==> src/rtl/fill_arbiter_nch.sv <==
// fill_arbiter_nch: arbitrates NCH cache misses onto one memory and streams block fills back
// Write-through stores bypass arbitration and are served only while idle.
module fill_arbiter_nch #(
    parameter int NCH     = 2,
    parameter int WORDS   = 8,
    parameter int RR_MODE = 0
) (
    input  logic               clk,
    input  logic               rst,
    input  logic [NCH-1:0]     miss,
    input  logic [16*NCH-1:0]  miss_addr,
    input  logic               wr_req,
    input  logic [15:0]        wr_addr,
    input  logic [15:0]        wr_data,
    output logic               wr_ack,
    output logic               mem_en,
    output logic               mem_wr,
    output logic [15:0]        mem_addr,
    output logic [15:0]        mem_wdata,
    input  logic [15:0]        mem_rdata,
    input  logic               mem_valid,
    output logic [NCH-1:0]     busy,
    output logic [NCH-1:0]     data_we,
    output logic [15:0]        fill_addr,
    output logic [15:0]        fill_data,
    output logic [NCH-1:0]     tag_we
);
    localparam int CW = $clog2(WORDS) + 1;
    localparam int GW = $clog2(NCH);
    typedef enum logic [1:0] {IDLE, FILL, TAG} state_t;
    state_t state, state_nx;
    logic [GW-1:0] g, ptr, arb, idx;
    logic [15:0] base;
    logic [CW-1:0] issue_cnt, rx_cnt;
    logic any_miss, issuing, rx_ok, last, st, grant;
    logic [NCH-1:0] g_oh;
    // Search from ptr in round-robin mode, from 0 otherwise; first set bit wins.
    always_comb begin
        arb = '0;
        idx = '0;
        any_miss = 1'b0;
        for (int k = 0; k < NCH; k++) begin
            idx = GW'((RR_MODE != 0 ? int'(ptr) + k : k) % NCH);
            if (!any_miss && miss[idx]) begin
                arb = idx;
                any_miss = 1'b1;
            end
        end
    end
    always_comb begin
        st = !rst && state == IDLE && wr_req;
        grant = state == IDLE && !wr_req && any_miss;
        issuing = state == FILL && issue_cnt < CW'(WORDS);
        rx_ok = state == FILL && mem_valid && rx_cnt < CW'(WORDS);
        last = rx_ok && rx_cnt == CW'(WORDS - 1);
        state_nx = state == IDLE ? (grant ? FILL : IDLE) : state == FILL ? (last ? TAG : FILL) : IDLE;
        g_oh = NCH'(1) << g;
        wr_ack = st;
        mem_wr = st;
        mem_en = st || issuing;
        mem_addr = st ? wr_addr : issuing ? base + 16'({issue_cnt, 1'b0}) : '0;
        mem_wdata = rst ? '0 : wr_data;
        busy = state != IDLE ? g_oh : '0;
        data_we = rx_ok ? g_oh : '0;
        fill_addr = rx_ok ? base + 16'({rx_cnt, 1'b0}) : '0;
        fill_data = rx_ok ? mem_rdata : '0;
        tag_we = state == TAG ? g_oh : '0;
    end
    always_ff @(posedge clk or posedge rst) begin
        if (rst) begin
            state <= IDLE;
            g <= '0;
            ptr <= '0;
            base <= '0;
            issue_cnt <= '0;
            rx_cnt <= '0;
        end else begin
            state <= state_nx;
            if (grant) begin
                g <= arb;
                base <= miss_addr[16*int'(arb) +: 16] & ~16'(2*WORDS - 1);
                issue_cnt <= '0;
                rx_cnt <= '0;
            end
            if (issuing) issue_cnt <= issue_cnt + CW'(1);
            if (rx_ok) rx_cnt <= rx_cnt + CW'(1);
            if (state == TAG && RR_MODE != 0) ptr <= GW'((int'(g) + 1) % NCH);
        end
    end
endmodule
==> config.mk <==
export PLATFORM = sky130hd
export DESIGN_NAME = fill_arbiter_nch
export DESIGN_NICKNAME = d
export VERILOG_FILES = /design/src/rtl/fill_arbiter_nch.sv
export SDC_FILE = /design/constraint.sdc
export NUM_CORES = 1
export LEC_CHECK = 0
export ABC_AREA = 1
export BUFFER_PORTS_ARGS = -buffer_cell sky130_fd_sc_hd__buf_4
export CAP_MARGIN = 40
export CORE_MARGIN = 5
export CORE_UTILIZATION = 44
export DETAILED_ROUTE_END_ITERATION = 16
export PLACE_DENSITY = 0.95
export SYNTH_ARGS = -nofsm -noshare
export SYNTH_HDL_FRONTEND = slang
export SYNTH_SLANG_ARGS = --single-unit
==> constraint.sdc <==
create_clock -name clk -period 5.5 [get_ports clk]
set_clock_uncertainty 0.15 [all_clocks]
set_input_delay 0.55 -clock clk [delete_from_list [all_inputs] [get_ports clk]]
set_output_delay 0.55 -clock clk [all_outputs]
set_load 0.05 [all_outputs]
==> metrics.md, run 1 <==
| Metric | Value |
|---|---|
| Number of nets with antenna violations after routing | 0 |
| Maximum number of pins on one net before global-route repair | 29 |
| Power per cell area | 115 nW/um^2 |
| Arrival time reported for the critical path endpoint | 2.25 ns |
| Combined area of all synthesized cells | 2060 sq um |
| Count of buffers from port buffering | 149 |
| Layout cell share with drive strength beyond 1 | 33.9% |
| Global-route wire length before repair | 11,500 um |
| Placed wire-length estimate after detailed placement | 5930 um |
| Via count | 2,665 |
| Final number of setup-violating endpoints | 0 |
| Clock tree buffer depth | 2 |
| Seq/Total Area, Yosys | 27.9% |
| VDD IR-drop max | 95.4 uV |
| Residual overflow from global routing | 0 |
| Final critical-path required period | 2.95 ns |
| Start-to-end type of the worst setup path | flip-flop to output pin |
| Placement-stage cell area | 3200 sq um |
| Leak Pwr | 1.88 nW |
| First drt pass iteration count | 4 |
| Post-route cell area | 3250 sq um |
| Area of the core | 4630 sq um |
| Fraction of synthesized cell area taken by the top area cell type | 27.9% |
| Compound-cell area share of the yosys netlist | 16.9% |
| Result of the run | complete, no violations |
| Final routed DRC violation total | 0 |
| Ys Warns | 0 |
| Antenna diodes | 0 |
| Net count reported at finish | 580 |
| Critical path data required time | 4.80 ns |
| Total area of multi-input combinational cells | 1170 sq um |
| Final-layout setup total negative slack | 0 ns |
| Final cell count without fillers | 541 |
| Die X-Extent | 78.5 um |
| Synth-to-layout area growth | 57.6% |
| Worst-skew pair later-pin latency | 0.27 ns |
| Timing-limited maximum frequency | 339 MHz |
| Dominant combinational cell family by area after synthesis | simple AND/OR/NAND/NOR gates |
| Root Driver | sky130_fd_sc_hd__clkbuf_8 |
| Average instance area after synthesis | 5.93 sq um |
| Final hold viol count | 0 |
| Die outline area | 6160 sq um |
| Resized Gates After CTS | 0 |
| Number of I/O pins | 159 |
| Count of hold-fix buffers inserted at cts | 0 |
| Number of placed instances with taps included | 537 |
| Normalized max-slew margin | 64.6% |
| Crit path capture type | output pin |
| Number of distinct library cells after synthesis | 26 |
| Final-report max-slew violation count | 0 |
| Cells after synthesis | 348 |
| GPL Wtd Cong | 0.871 |
| Post-synthesis sequential element count | 23 |
| Number of CTS-inserted buffers | 3 |
| H-tree depth | 1 |
| Largest cells by area after synthesis | sky130_fd_sc_hd__dfrtp_1, sky130_fd_sc_hd__nand2_1, sky130_fd_sc_hd__nor2_1 |
| Adder and majority gate portion of the synthesized area | 3.64% |
| Overall power after layout | 0.000373 W |
| End-of-flow core utilization | 70.2% |
| Unrepaired setup endpoints after global routing | false |
| Slew at the pin closest to its max-slew limit | 0.530 ns |
| Critical path launch point type | flip-flop |
| Routed length per instance | 13.1 um |
| Post-synthesis share of cell area spent on and, or, nand and nor gates | 35.6% |
| XOR/XNOR share of the synthesized area | 0.425% |
| Initial core utilization | 44.5% |
| Layout fillers | 393 |
| Max-cap violations | 0 |
| HP Class | input pin to asynchronous set/reset pin |
| Count of routing violations after the opening detailed-route iteration | 124 |
| Area used by sequential logic in the layout | 576 sq um |
| Routed vias/inst | 4.93 |
| Leading area contributor after synthesis | sky130_fd_sc_hd__dfrtp_1 |
| FP Rows | 25 |
| Mux share of post-synthesis cell area | 0% |
| Buffer count from post-CTS setup fixing | 0 |
| Via count of the first global-routing pass | 2,637 |
| CTS tree | done |
| Antenna violations before repair | 0 |
| Clock input transition at the sequential cells of the worst setup and hold paths | 0.08 ns |
| Vert. Die Dim | 78.5 um |
| Drt total wl | 7070 um |
| Sink count of the clock tree | 23 |
| Synthesized net count | 440 |
| Highest net fanout along the worst path | 28 |
| All-Layer GR Usage | 22.6% |
| Final clock period utilization by the worst path | 53.7% |
## flip-flops by register name, indices dropped and copies added (netlist names)
name       count
rx_cnt         4
g              1
state          2
issue_cnt      4
base          12
## metrics by stage
stage                     setup slack (ns)  hold WS [ns]
after global routing                  2.27         0.252
after floorplan                       2.36         0.323
after CTS                             2.58         0.236
after global placement                2.41         0.361
final                                 2.55         0.220
after detailed placement              2.65         0.378
## synthesized netlist by cell type, drive strengths merged
master,n
or2,1
buf,10
o31ai,12
o21ai,23
nor2,75
a21oi,25
conb,1
nor3,6
clkbuf,6
nand3,17
a22o,2
ha,6
xor2,1
inv,61
nand4,2
dfrtp,23
nand2,77
## cell families (layout without fill, tap and decap cells)
kind of cell	after synthesis	after routing
other cells	1	1
simple gates	178	178
compound gates	62	62
buf+inv	77	216
fa+ha+maj	6	6
xor+xnor	1	1
flops	23	23
## worst max-delay path, cell delays in order, from the launching register on
cell                      delay, ns
sky130_fd_sc_hd__dfrtp_1       0.42
sky130_fd_sc_hd__inv_1         0.08
sky130_fd_sc_hd__nor2_2        0.10
sky130_fd_sc_hd__nand3_2       0.42
sky130_fd_sc_hd__inv_2         0.38
sky130_fd_sc_hd__o21ai_0       0.17
sky130_fd_sc_hd__a21oi_1       0.19
sky130_fd_sc_hd__buf_4         0.23
## metal layers
metal / global-route usage (%) / up-vias / share of wire, %
met1: 25.2 / 1183 / 39
met5: 0 / - / 0
met3: 5.85 / 9 / 9.0
li1: - / 1362 / -
met2: 42.6 / 111 / 51
met4: 5.07 / 0 / 1.1
## placed cells by master, fill, tap and decap left out, types with 3 or more instances in the layout
cell type                  count
sky130_fd_sc_hd__o21ai_0      21
sky130_fd_sc_hd__dfrtp_1      23
sky130_fd_sc_hd__clkbuf_8      3
sky130_fd_sc_hd__nand2_1      75
sky130_fd_sc_hd__a21oi_1      25
sky130_fd_sc_hd__inv_1        59
sky130_fd_sc_hd__buf_4       149
sky130_fd_sc_hd__nand3_1      16
sky130_fd_sc_hd__o31ai_1      12
sky130_fd_sc_hd__nor3_1        6
sky130_fd_sc_hd__ha_1          6
sky130_fd_sc_hd__nor2_1       71
## power by group
| part | internal (W) | total [W] | switching (W) |
|---|---|---|---|
| combinational | 0.0000484 | 0.0000992 | 0.0000508 |
| clock | 0.0000506 | 0.000105 | 0.0000547 |
| sequential | 0.000169 | 0.000169 | 0 |
| total | 0.000268 | 0.000373 | 0.000105 |
## layout make-up
type	count	share of cell area [%]
tap	54	2.08
multi-input combinational	248	36.0
sequential	23	17.7
timing repair buffer	151	35.7
inverter	61	7.05
clock inverter	1	0.154
clock buffer	3	1.27
## final timing paths
| path | from | endpoint | slack (ns) | cells past startpoint |
|---|---|---|---|---|
| worst min-delay path | rst | rx_cnt[0] | 0.22 | 2 |
| worst max-delay path | state[0] | fill_addr[10] | 2.55 | 7 |
| min in group clk | issue_cnt[0] | issue_cnt[0] | 0.40 | 1 |
| worst min register to register | issue_cnt[0] | issue_cnt[0] | 0.40 | 1 |
| max in group asynchronous | rst | g | 4.53 | 3 |
| worst max register to register | state[0] | rx_cnt[2] | 3.64 | 6 |
(Power assumes the default switching activity.)
==> inputs of run 2 (changes only) <==
Settings changed: CORE_UTILIZATION 44 to 40, PLACE_DENSITY 0.95 to 0.9.
Clock period 5.5 ns to 2.94 ns, I/O delays scaled along.
==> run 2 against run 1 <==
Against the previous run:
- sequential cell count stayed put
- final cell count is 3.5% higher
- first-iteration DRC count decreased by 59%
- routed wire length decreased by 2.9%
- hold slack worse by 0.19 ns
- non-clock buffer count rose by 3
- critical endpoint is now mem_addr[12]
==> metrics.md, run 2 (synthesized netlist as in run 1, its figures left out) <==
| Metric | Value |
|---|---|
| Number of cell instances on the worst register-to-register path | 6 (unchanged) |
| Antenna diodes | 0 (unchanged) |
| Count of routing violations after the opening detailed-route iteration | 51 (-59%) |
| Antenna violations before repair | 0 (unchanged) |
| Net count reported at finish | 583 (+0.52%) |
| Top Usage Layer GRT | met2 |
| Global-route wire length before repair | 10,800 um (-5.9%) |
| Via count | 2,630 (-1.3%) |
| Total area of multi-input combinational cells | 1170 sq um (unchanged) |
| Area used by sequential logic in the layout | 576 sq um (unchanged) |
| Layout cell share with drive strength beyond 1 | 34.3% (+0.40 points) |
| Drt total wl | 6860 um (-2.9%) |
| Arrival time reported for the critical path endpoint | 2.06 ns (-0.19 ns) |
| Final-layout setup total negative slack | 0 ns (unchanged) |
| Clock tree buffer depth | 2 (unchanged) |
| Residual overflow from global routing | 0 (unchanged) |
| Max reg flops | 12 (unchanged) |
| Registers with the most flip-flops | base x12, issue_cnt x4, rx_cnt x4 |
| Met1 track demand over resource in global routing | 23.8% (-1.4 points) |
| Final clock period utilization by the worst path | 85.0% |
| Post-Place Worst Slack | 0.718 ns (-1.93 ns) |
| All-Layer GR Usage | 20.1% (-2.4 points) |
| First drt pass iteration count | 4 (unchanged) |
| Met2 routing resource usage after global routing | 36.3% (-6.3 points) |
| Sink count of the clock tree | 23 (unchanged) |
| Leading cell types in the layout, fill and taps excluded | sky130_fd_sc_hd__buf_4, sky130_fd_sc_hd__nand2_1, sky130_fd_sc_hd__nor2_1, sky130_fd_sc_hd__inv_1, sky130_fd_sc_hd__a21oi_1 |
| Highest net fanout along the worst path | 6 (-79%) |
| GPL Wtd Cong | 0.888 (+1.9%) |
| Count of buffers from port buffering | 149 (unchanged) |
| Met3 Use GR | 5.48% (-0.37 points) |
| Startpoint of the worst register-to-register path | state[0] |
| Worst-skew pair later-pin latency | 0.26 ns (about the same) |
| Routed length per instance | 12.3 um (-6.2%) |
| Unrepaired setup endpoints after global routing | false |
| Leak Pwr | 1.89 nW (+0.19%) |
| Number of CTS-inserted buffers | 3 (unchanged) |
| Crit path capture type | output pin |
| Vert. Die Dim | 81.8 um (+4.3%) |
| Most frequent standard cell in the layout excluding fill and tap cells | sky130_fd_sc_hd__buf_4 |
| HP Class | input pin to asynchronous set/reset pin |
| FP Rows | 26 (+4.0%) |
| Final hold viol count | 0 (unchanged) |
| Clock input transition at the sequential cells of the worst setup and hold paths | 0.08 ns (about the same) |
| Timing-limited maximum frequency | 400 MHz |
| Critical path launch point type | flip-flop |
| Buffer count from post-CTS setup fixing | 0 (unchanged) |
| Overall power after layout | 0.000691 W (+85%) |
| Via count of the first global-routing pass | 2,472 (-6.3%) |
| Final number of setup-violating endpoints | 0 (unchanged) |
| Final critical-path required period | 2.50 ns |
| Placed wire-length estimate after detailed placement | 5790 um (-2.3%) |
| Root Driver | sky130_fd_sc_hd__clkbuf_8 |
| Endpoint of the most critical register-to-register path | issue_cnt[0] |
| Power per cell area | 211 nW/um^2 (+84%) |
| Number of nets with antenna violations after routing | 0 (unchanged) |
| CTS tree | done |
| Max-cap violations | 0 (unchanged) |
| Start-to-end type of the worst setup path | flip-flop to output pin |
| Die outline area | 6690 sq um (+8.7%) |
| VDD IR-drop max | 225 uV (+140%) |
| Synth-to-layout area growth | 58.7% |
| Final-report max-slew violation count | 0 (unchanged) |
| Critical path data required time | 2.50 ns (-2.30 ns) |
| H-tree depth | 1 (unchanged) |
| Routed vias/inst | 4.70 (-4.7%) |
| Die X-Extent | 81.8 um (+4.3%) |
| Count of hold-fix buffers inserted at cts | 0 (unchanged) |
| Layout fillers | 462 (+18%) |
| Number of I/O pins | 159 (unchanged) |
| Result of the run | complete, no violations |
| Initial core utilization | 40.9% (-3.6 points) |
| Top register by number of flip-flops | base |
| Area of the core | 5040 sq um (+8.9%) |
| Maximum number of pins on one net before global-route repair | 28 (-3.4%) |
| Final routed DRC violation total | 0 (unchanged) |
| Resized Gates After CTS | 0 (unchanged) |
| Fin worst setup slack | 0.440 ns (-2.11 ns) |
| Worst reg2reg setup slack | 1.09 ns (-2.55 ns) |
## run 2: worst max-delay path by stage
stage            startpoint      endpoint  slack, ns  cells after the start
5_1_grt        issue_cnt[3]  mem_addr[12]       0.29                      7
2_1_floorplan  issue_cnt[3]  mem_addr[12]       0.19                      6
4_1_cts        issue_cnt[3]  mem_addr[12]       0.43                      7
6_report       issue_cnt[3]  mem_addr[12]       0.44                      7
3_5_place_dp   issue_cnt[3]  mem_addr[12]       0.72                      7
3_3_place_gp   issue_cnt[3]  mem_addr[12]       0.77                      7
## run 2: area by class of cell
type,count,area share [%]
Tap cell,70,2.68
Sequential cell,23,17.6
Clock inverter,1,0.153
Clock buffer,3,1.26
Inverter,61,7.00
Timing Repair Buffer,154,35.6
Multi-Input combinational cell,248,35.8
## run 2: metrics by stage
stage,cells,util [%],cell area (sq um),hold slack [ns]
3_5_place_dp,556,64.0,3230,0.334
2_1_floorplan,348,-,2060,0.311
4_1_cts,560,64.9,3270,0.0472
5_1_grt,560,64.9,3270,0.0828
6_report,560,64.9,3270,0.0329
3_3_place_gp,555,63.7,3210,0.333
## run 2: worst max-delay path: stages, from the launching register on
cell                      delay (ns)
sky130_fd_sc_hd__dfrtp_1        0.41
sky130_fd_sc_hd__ha_1           0.22
sky130_fd_sc_hd__ha_1           0.19
sky130_fd_sc_hd__nand3_1        0.12
sky130_fd_sc_hd__nor2_1         0.34
sky130_fd_sc_hd__a21oi_1        0.11
sky130_fd_sc_hd__o21ai_0        0.18
sky130_fd_sc_hd__buf_4          0.22
## run 2: per-layer routing
| layer | vias to the layer above | wire (um) |
|---|---|---|
| li1 | 1374 | - |
| met1 | 1139 | 2730 |
| met2 | 113 | 3410 |
| met3 | 4 | 672 |
| met4 | 0 | 51 |
| met5 | - | 0 |
## run 2: report_power, final
part           internal, W  switching (W)  total, W
Combinational    0.0000896      0.0000945  0.000184
Sequential        0.000316              0  0.000316
Clock            0.0000944      0.0000969  0.000191
Total             0.000500       0.000191  0.000691
==> inputs of run 3 (changes only) <==
Settings changed: ABC_AREA 1 to unset, PLACE_DENSITY 0.9 to 0.91.
==> run 3 against run 2 <==
Against the previous run:
- die area fell by 4.3%
- setup slack improved by 0.067 ns
- design area fell by 4.0%
==> metrics.md, run 3 <==
| Metric | Value |
|---|---|
| Result of the run | complete, no violations |
| Routed length per instance | 14.6 um (+19%) |
| Worst reg2reg setup slack | 1.07 ns (-0.02 ns) |
| Final-layout setup total negative slack | 0 ns (unchanged) |
| Unrepaired setup endpoints after global routing | false |
| Crit path capture type | output pin |
| Dominant cell by count in the synthesized netlist | sky130_fd_sc_hd__and2_1 |
| Leak Pwr | 1.62 nW (-14%) |
| Layout fillers | 395 (-15%) |
| Power per cell area | 1050 nW/um^2 (+400%) |
| Most instantiated flip-flop cell in the synthesis netlist | sky130_fd_sc_hd__dfrtp_1 |
| Initial core utilization | 41.2% (+0.34 points) |
| Final hold viol count | 0 (unchanged) |
| Sink count of the clock tree | 23 (unchanged) |
| Via count | 2,142 (-19%) |
| Largest cells by area after synthesis | sky130_fd_sc_hd__dfrtp_1, sky130_fd_sc_hd__and2_1, sky130_fd_sc_hd__a22o_1 |
| Via count of the first global-routing pass | 2,079 (-16%) |
| Start-to-end type of the worst setup path | flip-flop to output pin |
| Top register by number of flip-flops | base |
| Combined area of all synthesized cells | 1960 sq um (-4.9%) |
| Seq/Total Area, Yosys | 29.4% (+1.4 points) |
| Async set-reset flop share out of synthesis | 100% (unchanged) |
| Area of the core | 4750 sq um (-5.7%) |
| Antenna diodes | 0 (unchanged) |
| Most frequent standard cell in the layout excluding fill and tap cells | sky130_fd_sc_hd__buf_4 |
| Number of CTS-inserted buffers | 3 (unchanged) |
| Family with the most delay on the worst path | simple AND/OR/NAND/NOR gates |
| Count of routing violations after the opening detailed-route iteration | 188 (+270%) |
| First drt pass iteration count | 4 (unchanged) |
| Endpoint of the most critical register-to-register path | rx_cnt[2] |
| Cell-by-cell listing of the critical path | ha_1 -> ha_1 -> nand3_1 -> or3_1 -> a21oi_2 -> buf_4 |
| Final-report max-slew violation count | 0 (unchanged) |
| Buffer count from post-CTS setup fixing | 0 (unchanged) |
| Die X-Extent | 80.0 um (-2.2%) |
| Final cell count without fillers | 438 (-22%) |
| GPL Wtd Cong | 0.808 (-9.0%) |
| Average instance area after synthesis | 8.38 sq um (+41%) |
| Resized Gates After CTS | 0 (unchanged) |
| Final clock period utilization by the worst path | 82.7% (-2.3 points) |
| Max-cap violations | 0 (unchanged) |
| Global-route wire length before repair | 10,000 um (-7.1%) |
| Net count reported at finish | 464 (-20%) |
| Area used by sequential logic in the layout | 576 sq um (unchanged) |
| H-tree depth | 1 (unchanged) |
| Registers with the most flip-flops | base x12, issue_cnt x4, rx_cnt x4 |
| Post-synthesis sequential element count | 23 (unchanged) |
| Final number of setup-violating endpoints | 0 (unchanged) |
| Ys Warns | 0 (unchanged) |
| Number of placed instances with taps included | 434 (-22%) |
| Synthesized net count | 326 (-26%) |
| CTS tree | done |
| Total area of multi-input combinational cells | 1270 sq um (+9.0%) |
| Cell with the biggest individual delay on the critical path | sky130_fd_sc_hd__or3_1 |
| Normalized max-slew margin | 56.0% |
| Critical path launch point type | flip-flop |
| Count of buffers from port buffering | 149 (unchanged) |
| Cells after synthesis | 234 (-33%) |
| Highest net fanout along the worst path | 5 (-1) |
| Largest stage delay on the critical path | 0.41 ns (about the same) |
| Final critical-path required period | 2.43 ns (-0.0674 ns) |
| Clock input transition at the sequential cells of the worst setup and hold paths | 0.08 ns (about the same) |
| Layout cell share with drive strength beyond 1 | 45.0% (+11 points) |
| Placed wire-length estimate after detailed placement | 5320 um (-8.2%) |
| Number of cell instances on the worst register-to-register path | 4 (-2) |
| Clock tree buffer depth | 2 (unchanged) |
| Most frequent CP cell | sky130_fd_sc_hd__ha_1 |
| Antenna violations before repair | 0 (unchanged) |
| HP Class | input pin to asynchronous set/reset pin |
| Worst-skew pair later-pin latency | 0.26 ns (about the same) |
| Arrival time reported for the critical path endpoint | 1.99 ns (-0.07 ns) |
| Max reg flops | 12 (unchanged) |
| Residual overflow from global routing | 0 (unchanged) |
| Synth-to-layout area growth | 60.2% |
| FP Rows | 25 (-3.8%) |
| Routed vias/inst | 4.89 (+4.1%) |
| VDD IR-drop max | 540 uV (+140%) |
| Vert. Die Dim | 80.0 um (-2.2%) |
| Critical path buffers and inverters | 1 (unchanged) |
| Number of nets with antenna violations after routing | 0 (unchanged) |
| Root Driver | sky130_fd_sc_hd__clkbuf_8 |
| Number of I/O pins | 159 (unchanged) |
| Drt total wl | 6390 um (-6.9%) |
| Final routed DRC violation total | 0 (unchanged) |
| Cell types with the highest counts after synthesis | sky130_fd_sc_hd__and2_1, sky130_fd_sc_hd__nand2_1, sky130_fd_sc_hd__dfrtp_1 |
| Fraction of synthesized cell area taken by the top area cell type | 29.4% (+1.4 points) |
| Number of enable-type register cells in the synthesized netlist | 0 (unchanged) |
| Die outline area | 6400 sq um (-4.3%) |
| Leading cell types in the layout, fill and taps excluded | sky130_fd_sc_hd__buf_4, sky130_fd_sc_hd__and2_1, sky130_fd_sc_hd__nand2_1, sky130_fd_sc_hd__dfrtp_1 |
| Leading area contributor after synthesis | sky130_fd_sc_hd__dfrtp_1 |
| Maximum number of pins on one net before global-route repair | 26 (-7.1%) |
| Count of hold-fix buffers inserted at cts | 0 (unchanged) |
| Critical path data required time | 2.50 ns (about the same) |
| Startpoint of the worst register-to-register path | state[1] |
| Slew at the pin closest to its max-slew limit | 0.660 ns |
| Timing-limited maximum frequency | 411 MHz (+2.8%) |
| Number of distinct library cells after synthesis | 38 (+46%) |
| All-Layer GR Usage | 19.4% (-0.75 points) |
==> run 3: cell type report <==
class                      count  share of cell area (%)
multi-input combinational    190                    40.6
timing repair buffer         153                    36.8
sequential                    23                    18.3
tap                           67                    2.67
clock buffer                   3                    1.31
clock inverter                 1                   0.159
inverter                       1                   0.120
==> run 3: where the power goes <==
part           switching, W  internal (W)  leakage [nW]  total [W]
Clock             0.0000993     0.0000945        0.0255   0.000194
Sequential         0.000240      0.000466         0.287   0.000706
Combinational       0.00158      0.000819          1.30    0.00240
==> run 3: cells by family after synthesis <==
kind of cell,synth area share [%]
compound gates,13.6
xor+xnor,8.49
fa+ha+maj,3.83
buf+inv,6.06
flops,29.4
mux,6.70
other cells,0.191
simple gates,31.8
==> run 3: per-stage QoR <==
step                      hold slack (ns)  worst slack, ns  power (W)  utilization [%]  area, sq um
final                              0.0431            0.507    0.00330             66.1         3140
after global routing               0.0743            0.364    0.00350             66.1         3140
after CTS                          0.0433            0.499    0.00332             66.1         3140
after detailed placement            0.333            0.812    0.00311             65.1         3090
after global placement              0.310            0.826    0.00305             64.8         3080
after floorplan                     0.151            0.619    0.00243                -         1960
==> run 3: how the worst max path moves through the flow <==
stage,from,end,slack (ns),cells past startpoint
2_1_floorplan,rst,mem_addr[10],0.62,5
3_3_place_gp,rx_cnt[3],fill_addr[10],0.83,6
3_5_place_dp,rx_cnt[3],fill_addr[10],0.81,6
4_1_cts,rx_cnt[3],fill_addr[10],0.50,6
5_1_grt,state[1],mem_addr[4],0.36,4
6_report,rx_cnt[3],fill_addr[10],0.51,6
==> run 3: metal layers <==
metal / part of all wire (%) / wire length (um) / track usage [%]
met1: 39 / 2510 / 22.7
met2: 52 / 3300 / 35.8
met3: 8.0 / 514 / 3.72
met4: 1.2 / 75 / 5.07
met5: 0 / 0 / 0
==> run 3: worst reg2reg max path: cells and delay by family, from the launching register on <==
kind	cells	cell delay, ns
xor gates and xnor gates	1	0.15
DFF	1	0.45
and+or+nand+nor	3	1.02
